File: config.mk
export PLATFORM = sky130hd
export DESIGN_NAME = ysyx_24100005_ifu
export DESIGN_NICKNAME = d
export VERILOG_FILES = /design/src/rtl/ysyx_24100005_pkg.sv /design/src/rtl/ysyx_24100005_ifu_pc.sv /design/src/rtl/ysyx_24100005_ifu.sv
export SDC_FILE = /design/constraint.sdc
export NUM_CORES = 1
export LEC_CHECK = 0
export CORE_MARGIN = 10
export CORE_UTILIZATION = 42
export DETAILED_ROUTE_END_ITERATION = 6
export PLACE_DENSITY = 0.76
export REMOVE_ABC_BUFFERS = 1
export SYNTH_ARGS = -nofsm -noshare
export SYNTH_HDL_FRONTEND = slang
export SYNTH_SLANG_ARGS = --single-unit
File: constraint.sdc
create_clock -name i_clk -period 2.1 [get_ports i_clk]
set_input_delay 0.42 -clock i_clk [delete_from_list [all_inputs] [get_ports i_clk]]
set_output_delay 0.42 -clock i_clk [all_outputs]
set_load 0.02 [all_outputs]
File: src/rtl/ysyx_24100005_pkg.sv
// Shared types and constants for the ysyx_24100005 instruction fetch unit.
package ysyx_24100005_pkg;

   typedef enum logic [1:0] {
      ST_REQ  = 2'd0,
      ST_WAIT = 2'd1,
      ST_HOLD = 2'd2
   } ifu_state_e;

   localparam logic [31:0] RESET_PC_DEFAULT = 32'h8000_0000;
   localparam logic [31:0] NOP_INST         = 32'h0000_0013;

endpackage

File: src/rtl/ysyx_24100005_ifu_pc.sv
// Architectural fetch PC: reset value, sequential +4 advance, redirect has priority.
module ysyx_24100005_ifu_pc
   import ysyx_24100005_pkg::*;
#(
   parameter int                ADDR_W   = 32,
   parameter logic [ADDR_W-1:0] RESET_PC = ADDR_W'(RESET_PC_DEFAULT)
) (
   input  logic              i_clk,
   input  logic              i_rst,
   input  logic              i_redirect_valid,
   input  logic [ADDR_W-1:0] i_redirect_pc,
   input  logic              i_advance,
   output logic [ADDR_W-1:0] o_pc
);

   logic [ADDR_W-1:0] r_pc;
   logic [ADDR_W-1:0] w_pc_next;

   // A redirect in the same cycle as a consumed instruction overrides pc+4.
   always_comb begin
      w_pc_next = r_pc;
      if (i_redirect_valid) begin
         w_pc_next = i_redirect_pc;
      end else if (i_advance) begin
         w_pc_next = r_pc + ADDR_W'(4);
      end
   end

   always_ff @(posedge i_clk) begin
      if (i_rst) begin
         r_pc <= RESET_PC;
      end else begin
         r_pc <= w_pc_next;
      end
   end

   assign o_pc = r_pc;

endmodule

File: src/rtl/ysyx_24100005_ifu.sv
// Instruction fetch unit: one outstanding word read, fetched instruction held for decode.
// Optional misaligned-PC check enabled by defining YSYX_24100005_IFU_MISALIGN_CHK_EN.
module ysyx_24100005_ifu
   import ysyx_24100005_pkg::*;
#(
   parameter int                ADDR_W   = 32,
   parameter int                DATA_W   = 32,
   parameter logic [ADDR_W-1:0] RESET_PC = ADDR_W'(RESET_PC_DEFAULT)
) (
   input  logic              i_clk,
   input  logic              i_rst,
   output logic              o_req_valid,
   input  logic              i_req_ready,
   output logic [ADDR_W-1:0] o_req_addr,
   input  logic              i_rsp_valid,
   input  logic [DATA_W-1:0] i_rsp_data,
   input  logic              i_rsp_err,
   output logic              o_inst_valid,
   input  logic              i_inst_ready,
   output logic [DATA_W-1:0] o_inst,
   output logic [ADDR_W-1:0] o_inst_pc,
   output logic              o_inst_fault,
   input  logic              i_redirect_valid,
   input  logic [ADDR_W-1:0] i_redirect_pc
);

   ifu_state_e        r_state;
   ifu_state_e        w_state_next;
   logic              r_drop;
   logic              w_drop_next;
   logic [ADDR_W-1:0] w_pc;
   logic [ADDR_W-1:0] r_req_addr;
   logic [ADDR_W-1:0] w_req_addr;
   logic [DATA_W-1:0] r_inst;
   logic [ADDR_W-1:0] r_inst_pc;
   logic              r_inst_fault;
   logic              w_req_fire;
   logic              w_inst_fire;
   logic              w_misalign;
   logic              w_latch_rsp;
   logic              w_latch_misalign;

   ysyx_24100005_ifu_pc #(
      .ADDR_W   (ADDR_W),
      .RESET_PC (RESET_PC)
   ) u_pc (
      .i_clk            (i_clk),
      .i_rst            (i_rst),
      .i_redirect_valid (i_redirect_valid),
      .i_redirect_pc    (i_redirect_pc),
      .i_advance        (w_inst_fire),
      .o_pc             (w_pc)
   );

`ifdef YSYX_24100005_IFU_MISALIGN_CHK_EN
   // A held (dropped) request was aligned when issued, so only fresh requests are checked.
   assign w_misalign = (w_pc[1:0] != 2'b00) && !r_drop;
`else
   assign w_misalign = 1'b0;
`endif

   // Once redirected before acceptance, the original request address is frozen until it completes.
   assign w_req_addr   = (r_state == ST_REQ && r_drop) ? r_req_addr : {w_pc[ADDR_W-1:2], 2'b00};
   assign o_req_addr   = w_req_addr;
   assign o_req_valid  = !i_rst && (r_state == ST_REQ) && !w_misalign;
   assign w_req_fire   = o_req_valid && i_req_ready;
   assign o_inst_valid = (r_state == ST_HOLD);
   assign w_inst_fire  = o_inst_valid && i_inst_ready;
   assign o_inst       = r_inst;
   assign o_inst_pc    = r_inst_pc;
   assign o_inst_fault = r_inst_fault;

   always_comb begin
      w_state_next     = r_state;
      w_drop_next      = r_drop;
      w_latch_rsp      = 1'b0;
      w_latch_misalign = 1'b0;
      case (r_state)
         ST_REQ: begin
            if (w_misalign) begin
               if (!i_redirect_valid) begin
                  w_state_next     = ST_HOLD;
                  w_latch_misalign = 1'b1;
               end
            end else begin
               if (w_req_fire) begin
                  w_state_next = ST_WAIT;
               end
               if (i_redirect_valid) begin
                  w_drop_next = 1'b1;
               end
            end
         end
         ST_WAIT: begin
            if (i_rsp_valid) begin
               if (r_drop || i_redirect_valid) begin
                  w_drop_next  = 1'b0;
                  w_state_next = ST_REQ;
               end else begin
                  w_latch_rsp  = 1'b1;
                  w_state_next = ST_HOLD;
               end
            end else if (i_redirect_valid) begin
               w_drop_next = 1'b1;
            end
         end
         ST_HOLD: begin
            if (i_redirect_valid || i_inst_ready) begin
               w_state_next = ST_REQ;
            end
         end
         default: begin
            w_state_next = ST_REQ;
         end
      endcase
   end

   always_ff @(posedge i_clk) begin
      if (i_rst) begin
         r_state      <= ST_REQ;
         r_drop       <= 1'b0;
         r_req_addr   <= RESET_PC;
         r_inst       <= DATA_W'(NOP_INST);
         r_inst_pc    <= RESET_PC;
         r_inst_fault <= 1'b0;
      end else begin
         r_state    <= w_state_next;
         r_drop     <= w_drop_next;
         r_req_addr <= w_req_addr;
         if (w_latch_rsp) begin
            r_inst       <= i_rsp_err ? DATA_W'(NOP_INST) : i_rsp_data;
            r_inst_pc    <= w_pc;
            r_inst_fault <= i_rsp_err;
         end else if (w_latch_misalign) begin
            r_inst       <= DATA_W'(NOP_INST);
            r_inst_pc    <= w_pc;
            r_inst_fault <= 1'b1;
         end
      end
   end

endmodule

==> flow_summary.ini, run 1 <==
[status]
status = finished, violations left
violations = negative setup slack

[pwr]
ir_drop_uv = 554
net-switching-power_mw = 1.57
combPwrFrac_pct = 14.5
p_int_mw = 4.93
leakage_nw = 3.17
swShare_pct = 24.1
power_mw = 6.50
power.share.sequential_pct = 41.1
p_per_area_mw_per_mm2 = 758
clockPowerShare_pct = 44.4

[synth]
yosysTopAreaCell = dfxtp_1
synth_commonest_cells = dfxtp_1, nand2_1, a21oi_1
synthArstFlopShare_pct = 0
yosysSeqAreaShare_pct = 47.6
synth-edff-count = 0
syn_inst = 632
yosysWarnings = 0
yosys_register_bits = 132
synth_top_area_share_pct = 47.6
synthMostInstantiatedCell = dfxtp_1
synthTopCellsByArea = dfxtp_1, nand2_1, a21oi_1
synth_area_sq_mm = 0.00555
ys.flop_type = dfxtp_1
synth_cell_types = 47
avgSynthCellArea_sq_um = 8.78

[routing]
wl_mm = 18.2
drc_errors = 0
avgViaCountPerCell = 5.35
vias = 5432
ant_nets = 0
drtIter0Drc = 361
first_pass_iters = 5
wl_per_cell_microns = 17.9

[clock_network]
cts_tree = yes
htreeDepth = 4
cts_made_buffers = 17
cts_buffer_depth = 2
hold_buffers = 0
cts_root_buf = clkbuf_16
numClockSinks = 132
clk_pin_slew_worst_paths_ns = 0.05
clock_latency_ns = 0.41

[cells_and_area]
design_area_sq_mm = 0.00857
area_growth_syn_to_layout_pct = 54.5
layout.nets = 902
multi_input_area_sq_mm = 0.00277
antennaDiodeCount = 0
fin_util_pct = 67.1
seq_area_sq_mm = 0.00265
drive_gt1_share_pct = 21.5
n_fill_cell = 1014

[critical_path]
startpoint = r_state[1]$_SDFFE_PP0P_
end_kind = output port
cp.arrival_ns = 1.82
slowest_delay_ns = 0.33
reg2reg_from = u_pc.o_pc[4]$_SDFFE_PP0P_
slowest_stage = dfxtp_2
crit_fanout = 6
critPathKind = flop to output port
cp_common_cell = buf_6
required_ns = 1.68
cp-start-kind = flop
crit_chain = nor3b_4, buf_6, buf_8, mux2_4, buf_6

[grt]
grt_usage_pct = 19.1
grt_pass1_vias = 5410
grt_max_degree = 75
antenna_found_initial = 0
grt_pass1_wl_mm = 28.1
grt.overflow.total = 0

[sta]
finClkSkew_ns = 0.00826
slew_headroom_pct = 46.8
setup_ws_ns = -0.135
max_freq_mhz = 447
tightest_slew_ns = 0.798
finalSetupViolCount = 28
rsz0062_at_grt = true
hold_viol_final = 0
post-route-period-util_pct = 106
setup_tns_ns = -2.82
finalMaxSlewViolations = 0
period_minus_slack_ns = 2.24

[die]
pin_count = 170
placementRows = 41
fp.dieArea_sq_mm = 0.0182
fp.coreArea_sq_mm = 0.0128
die_w_microns = 135
initial_utilization_pct = 43.5
die_y_microns = 135

[placed_design]
io_buffers = 169
placed_cell_area_sq_mm = 0.00763
gp_congestion = 0.788
dp_hpwl_mm = 12.3

[hold_path]
holdCritPathClass = flop to flop
min_from = o_inst[28]$_SDFFE_PP0P_

[run]
cap_viol_max_count = 0
## cell type report
type	count	share of cell area, %
multi-input combinational	440	32.3
inverter	8	0.350
tap	172	2.51
sequential	132	30.9
clock buffer	21	5.49
timing repair buffer	231	27.1
clock inverter	11	1.25
## flip-flops by register name, summed over array words and instances, names as in the netlist
register,flops
o_inst,32
r_drop,1
r_state,2
o_inst_pc,32
o_inst_fault,1
u_pc.o_pc,32
r_req_addr,32
## power by group through the flow
stage / clock network [mW] / registers (mW) / logic (mW)
2_1_floorplan: 0 / 2.73 / 0.316
3_3_place_gp: 0 / 2.71 / 0.792
3_5_place_dp: 0 / 2.72 / 0.804
4_1_cts: 2.92 / 2.67 / 0.817
5_1_grt: 3.03 / 2.68 / 1.00
6_report: 2.89 / 2.67 / 0.943
## per-layer routing
layer | part of all wire, % | global-route usage (%)
met5 | 0 | 0
met4 | 2.1 | 8.55
met3 | 7.3 | 5.71
met2 | 49 | 31.6
met1 | 42 | 22.3
## worst max-delay path, delay by kind of cell, from the launching register on
family                 cells  cell delay [ns]
buffers and inverters      3             0.51
DFF                        1             0.33
muxes                      1             0.32
and+or+nand+nor            1             0.23
## logic make-up after synthesis
group	synth area share (%)
xor+xnor	1.58
simple gates	26.0
mux	5.43
flops	47.6
fa+ha+maj	0.225
buf+inv	5.36
compound gates	13.8
## cell usage in the layout (no fill, tap or decap), types with 3 or more instances in the layout
cell | netlist | routed
clkdlybuf4s50_1 | 0 | 133
dfxtp_1 | 132 | 124
inv_1 | 8 | 7
and2_1 | 3 | 3
o21ai_2 | 0 | 5
mux2_2 | 25 | 5
nand3b_1 | 30 | 30
o31ai_1 | 11 | 11
nand4_1 | 7 | 7
clkbuf_16 | 0 | 20
a21oi_1 | 63 | 63
nor4_1 | 4 | 3
dfxtp_2 | 0 | 8
buf_4 | 1 | 52
o21bai_1 | 7 | 7
a311oi_2 | 0 | 3
buf_12 | 0 | 7
buf_6 | 4 | 30
nor3_1 | 12 | 12
nor2_1 | 36 | 36
or4_4 | 0 | 3
nor2b_1 | 31 | 31
or4_1 | 15 | 11
nand2_1 | 111 | 109
and4_1 | 4 | 3
dlygate4sd2_1 | 0 | 3
a311oi_1 | 13 | 10
a31oi_1 | 3 | 3
clkinv_2 | 0 | 8
clkbuf_8 | 3 | 3
mux2_4 | 0 | 20
or3_1 | 7 | 7
o21ai_1 | 4 | 4
nand3_1 | 9 | 9
xnor2_1 | 9 | 9
a211oi_1 | 11 | 11
## what timing repair did
action	in CTS	in global routing
gates cloned	1	3
gates resized for setup	177	83
hold endpoints to repair	0	0
setup buffers	2	5
endpoints found under the setup margin	41	42
pin swaps	1	9
## metrics by stage
step,std cells,worst slack [ns],hold WS [ns]
5_1_grt,1015,-0.182,0.469
2_1_floorplan,580,-3.32,0.425
4_1_cts,1008,-0.103,0.452
3_3_place_gp,973,-0.431,0.436
3_5_place_dp,973,-0.475,0.444
6_report,1015,-0.135,0.451
## path summary, 6_finish.rpt
| check | to | slack [ns] | cells after the start |
|---|---|---|---|
| setup reg to reg | u_pc.o_pc[26]$_SDFFE_PP0P_ | 0.02 | 5 |
| hold / removal | o_inst[28]$_SDFFE_PP0P_ | 0.45 | 2 |
| hold reg to reg | o_inst[28]$_SDFFE_PP0P_ | 0.45 | 2 |
| setup / recovery | o_req_addr[30] | -0.14 | 5 |
(Power assumes the default switching activity.)
==> inputs of run 2 (changes only) <==
--- a/config.mk
+++ b/config.mk
@@ -8,6 +8,7 @@
 export CORE_MARGIN = 10
 export CORE_UTILIZATION = 42
 export DETAILED_ROUTE_END_ITERATION = 6
+export GPL_TIMING_DRIVEN = 0
 export PLACE_DENSITY = 0.76
 export REMOVE_ABC_BUFFERS = 1
 export SYNTH_ARGS = -nofsm -noshare
==> flow_summary.ini, run 2 (same netlist as run 1, synthesis figures left out) <==
[clock_network]
numClockSinks = 132
cts_root_buf = clkbuf_16
cts_tree = yes
htreeDepth = 4
cts_buffer_depth = 2
clock_latency_ns = 0.41
cts_made_buffers = 17
clk_pin_slew_worst_paths_ns = 0.06

[sta]
slew_headroom_pct = 39.9
finalSetupViolCount = 29
rsz0062_at_grt = true
finalMaxSlewViolations = 0
max_freq_mhz = 443
period_minus_slack_ns = 2.26
hold_ws_ns = 0.448
finClkSkew_ns = 0.00526
tightest_slew_ns = 0.898
setup_ws_ns = -0.158
hold_viol_final = 0
post-route-period-util_pct = 108

[cells_and_area]
design_area_sq_mm = 0.00858
final_common_cell = clkdlybuf4s50_1
area_growth_syn_to_layout_pct = 54.5
antennaDiodeCount = 0
n_fill_cell = 1026
layout.nets = 893
mostFrequentLayoutCells = clkdlybuf4s50_1, dfxtp_1, nand2_1, a21oi_1, nor2_1
drive_gt1_share_pct = 21.3

[die]
fp.coreArea_sq_mm = 0.0128
initial_utilization_pct = 43.5
die_y_microns = 135
placementRows = 41
die_w_microns = 135
fp.dieArea_sq_mm = 0.0182
pin_count = 170

[routing]
vias = 5322
avgViaCountPerCell = 5.30
ant_nets = 0
drc_errors = 0
wl_mm = 18.1
drtIter0Drc = 402
first_pass_iters = 4
wl_per_cell_microns = 18.1

[critical_path]
end_kind = output port
crit_fanout = 5
required_ns = 1.68
cp-start-kind = flop
cp.arrival_ns = 1.84
critPathKind = flop to output port

[pwr]
p_per_area_mw_per_mm2 = 740
combPwrFrac_pct = 14.4
power.share.sequential_pct = 42.4
swShare_pct = 23.9
net-switching-power_mw = 1.52
clockPowerShare_pct = 43.2
ir_drop_uv = 538
p_int_mw = 4.83
leakage_nw = 3.14

[run]
cap_viol_max_count = 0

[grt]
grt_pass1_vias = 5321
met3_usage_pct = 5.75
antenna_found_initial = 0
grt_usage_pct = 19.0
grt.met2_usage_pct = 31.5
grt.overflow.total = 0
use_met1_pct = 22.2
top_usage_layer = met2
grt_pass1_wl_mm = 28.2
grt_max_degree = 70

[hold_path]
holdCritPathClass = flop to flop

[placed_design]
dp_hpwl_mm = 11.8
placed_cell_area_sq_mm = 0.00734
gp_congestion = 0.749
io_buffers = 169

[status]
status = finished, violations left
violations = negative setup slack
## run 2: cell count changes in the layout (fill, tap and decap cells not counted), moves of 4 or more
| cell | previous run | this run |
|---|---|---|
| buf_4 | 52 | 35 |
| dfxtp_1 | 124 | 117 |
| mux2_4 | 20 | 24 |
| dfxtp_4 | 0 | 11 |
| mux2_2 | 5 | 1 |
| buf_6 | 30 | 34 |
| dfxtp_2 | 8 | 4 |
| clkinv_2 | 8 | 4 |
## run 2: metal layers
layer	vias up	wire, microns	share of wire [%]
li1	2613	-	-
met1	2521	7510	41
met2	156	9030	50
met3	32	1180	6.5
met4	0	410	2.3
met5	-	0	0
## run 2: final cells by class
type	count	area, sq um	area share [%]
clock inverters	5	50.0	0.584
well taps	172	215	2.51
multi-input cells	444	2870	33.4
repair buffers	218	2230	26.0
clock buffers	25	495	5.78
flip-flops and latches	132	2690	31.3
inverters	8	32.5	0.379
## run 2: final timing paths
kind | startpoint | depth (start not counted) | end | slack (ns)
worst min register to register | o_inst[27]$_SDFFE_PP0P_ | 2 | o_inst[27]$_SDFFE_PP0P_ | 0.45
worst min-delay path | o_inst[27]$_SDFFE_PP0P_ | 2 | o_inst[27]$_SDFFE_PP0P_ | 0.45
worst max-delay path | r_state[1]$_SDFFE_PP0P_ | 5 | o_req_addr[26] | -0.16
worst max register to register | u_pc.o_pc[9]$_SDFFE_PP0P_ | 4 | u_pc.o_pc[23]$_SDFFE_PP0P_ | 0.07
## run 2: stage by stage
stage	power (mW)	worst slack (ns)	instances	utilization, %	setup TNS, ns
floorplan	3.05	-3.32	580	-	-321.41
global placement	3.44	-7.43	921	56.3	-799.28
detailed placement	3.48	-0.943	933	57.4	-83.62
CTS	6.33	-0.230	987	65.0	-3.98
global route	6.59	-0.210	1004	67.1	-5.06
finish	6.34	-0.158	1004	67.1	-3.25
## run 2: worst max-delay path, stage by stage, from the launching register on
cell and delay, ns:
dfxtp_4 0.36, nor3b_4 0.28, buf_6 0.18, clkbuf_16 0.15, mux2_4 0.31, buf_6 0.13
## run 2: repair_timing
item,in CTS,in global routing
hold buffers,0,0
cloned,3,4
resized for setup,255,38
setup endpoints to repair,129,39
setup buffers,21,16
pin swaps,6,9
## run 2: power by group through the flow
stage / Combinational (mW) / Clock [mW] / Sequential (mW)
floorplan: 0.316 / 0 / 2.73
global placement: 0.710 / 0 / 2.73
detailed placement: 0.738 / 0 / 2.74
CTS: 0.858 / 2.78 / 2.69
global route: 0.972 / 2.92 / 2.70
finish: 0.911 / 2.74 / 2.69
==> inputs of run 3 (changes only) <==
--- a/config.mk
+++ b/config.mk
@@ -5,11 +5,13 @@
 export SDC_FILE = /design/constraint.sdc
 export NUM_CORES = 1
 export LEC_CHECK = 0
-export CORE_MARGIN = 10
-export CORE_UTILIZATION = 42
+export CELL_PAD_IN_SITES_DETAIL_PLACEMENT = 0
+export CELL_PAD_IN_SITES_GLOBAL_PLACEMENT = 2
+export CORE_MARGIN = 5
+export CORE_UTILIZATION = 24
 export DETAILED_ROUTE_END_ITERATION = 6
 export GPL_TIMING_DRIVEN = 0
-export PLACE_DENSITY = 0.76
+export PLACE_DENSITY_LB_ADDON = 0.2
 export REMOVE_ABC_BUFFERS = 1
 export SYNTH_ARGS = -nofsm -noshare
 export SYNTH_HDL_FRONTEND = slang
==> flow_summary.ini, run 3 (same netlist as run 1, synthesis figures left out) <==
[status]
status = finished, violations left
violations = negative setup slack

[clock_network]
cts_tree = yes
clk_pin_slew_worst_paths_ns = 0.06
cts_root_buf = clkbuf_16
cts_buffer_depth = 2
htreeDepth = 4
hold_buffers = 0
numClockSinks = 132
clock_latency_ns = 0.42
cts_made_buffers = 17

[die]
initial_utilization_pct = 24.4
die_w_microns = 162
placementRows = 55
die_y_microns = 162
pin_count = 170
fp.coreArea_sq_mm = 0.0227
fp.dieArea_sq_mm = 0.0263

[critical_path]
slowest_delay_ns = 0.35
reg2reg_from = u_pc.o_pc[7]$_SDFFE_PP0P_
cp_common_cell = buf_6
path_buf_inv = 5
r2r-end = u_pc.o_pc[23]$_SDFFE_PP0P_
slowest_stage = dfxtp_4
cp-start-kind = flop
cp_top_family = buffers and inverters
crit_chain = nor3b_4, buf_6, buf_8, buf_12, buf_6, mux2_4, buf_6
cp.arrival_ns = 1.90
end_kind = output port
regToRegSetupSlack_ns = 0.01
required_ns = 1.68
critPathKind = flop to output port
crit_fanout = 6
rr_worst_depth = 5

[hold_path]
min_path_cells = 2
min_from = i_rst
hold_end = r_req_addr[16]$_SDFF_PP0_
holdCritPathClass = input pin to flop

[sta]
finClkSkew_ns = 0.00964
setup_ws_ns = -0.224
finalSetupViolCount = 30
rsz0062_at_grt = true
max_freq_mhz = 430
slew_headroom_pct = 35.4
tightest_slew_ns = 0.966
period_minus_slack_ns = 2.32
post-route-period-util_pct = 111
finalMaxSlewViolations = 0
hold_viol_final = 0

[run]
cap_viol_max_count = 0

[pwr]
leakage_nw = 3.23
p_per_area_mw_per_mm2 = 787
ir_drop_uv = 448

[placed_design]
dp_hpwl_mm = 12.4
dpl.cell_count = 1048
place_ws_ns = -1.09
gp_congestion = 0.690
io_buffers = 169

[routing]
ant_nets = 0
first_pass_iters = 5
drtIter0Drc = 233
wl_mm = 19.8
wl_per_cell_microns = 17.6
vias = 5272
avgViaCountPerCell = 4.67
drc_errors = 0

[grt]
grt_max_degree = 70
grt_pass1_wl_mm = 30.1
use_met1_pct = 19.2
top_usage_layer = met2
grt.overflow.total = 0
grt.met2_usage_pct = 24.0
antenna_found_initial = 0
met3_usage_pct = 3.48
grt_usage_pct = 14.6
grt_pass1_vias = 5193

[cells_and_area]
drive_gt1_share_pct = 23.9
final_common_cell = clkdlybuf4s50_1
area_growth_syn_to_layout_pct = 61.7
layout.nets = 903
mostFrequentLayoutCells = clkdlybuf4s50_1, dfxtp_1, nand2_1, a21oi_1, buf_6
antennaDiodeCount = 0
n_fill_cell = 2281
instances_no_fill = 1129
-- run 3: per-layer routing --
layer / routed length (microns) / share of wire [%]
met1: 9120 / 46
met2: 9570 / 48
met3: 818 / 4.1
met4: 302 / 1.5
met5: 0 / 0
-- run 3: power breakdown --
part	internal (mW)	total, mW	switching [mW]
clock	2.27	3.43	1.17
sequential	2.60	2.68	0.0855
combinational	0.518	0.945	0.427
-- run 3: worst max path at each step --
stage                                  from                         to  slack [ns]  depth (start not counted)
finish              r_state[1]$_SDFFE_PP0P_             o_req_addr[27]       -0.22                          7
global route        r_state[1]$_SDFFE_PP0P_             o_req_addr[27]       -0.31                          7
CTS                 r_state[0]$_SDFFE_PP0P_             o_req_addr[29]       -0.33                          8
detailed placement         i_redirect_valid    o_inst[25]$_SDFFE_PP0P_       -1.09                          7
global placement           i_redirect_valid  o_inst_pc[0]$_SDFFE_PP0P_       -9.35                          4
floorplan           r_state[1]$_SDFFE_PP0P_    o_inst[10]$_SDFFE_PP0P_       -3.32                          3
-- run 3: final cells by class --
type | count | area [sq um] | area share, %
inverters | 8 | 30.0 | 0.334
repair buffers | 228 | 2330 | 26.0
flip-flops and latches | 132 | 2690 | 29.9
clock inverters | 12 | 228 | 2.54
clock buffers | 20 | 447 | 4.98
well taps | 285 | 357 | 3.97
multi-input cells | 444 | 2900 | 32.3
-- run 3: repair_timing --
| action | in CTS | in global routing |
|---|---|---|
| endpoints found under the setup margin | 146 | 62 |
| buffers inserted | 24 | 24 |
| gates resized for setup | 262 | 60 |
| pin swaps | 7 | 22 |
| gates cloned | 3 | 2 |
-- run 3: stage by stage --
step	utilization, %	power, mW	area [sq um]	TNS, ns	hold WS, ns
after detailed placement	33.0	3.50	7500	-103.21	0.442
after global routing	39.5	7.36	8980	-6.49	0.465
after CTS	38.1	7.15	8650	-4.45	0.428
final	39.5	7.06	8980	-3.64	0.437
after global placement	32.3	3.48	7330	-987.36	0.436
after floorplan	-	3.05	5280	-321.41	0.425
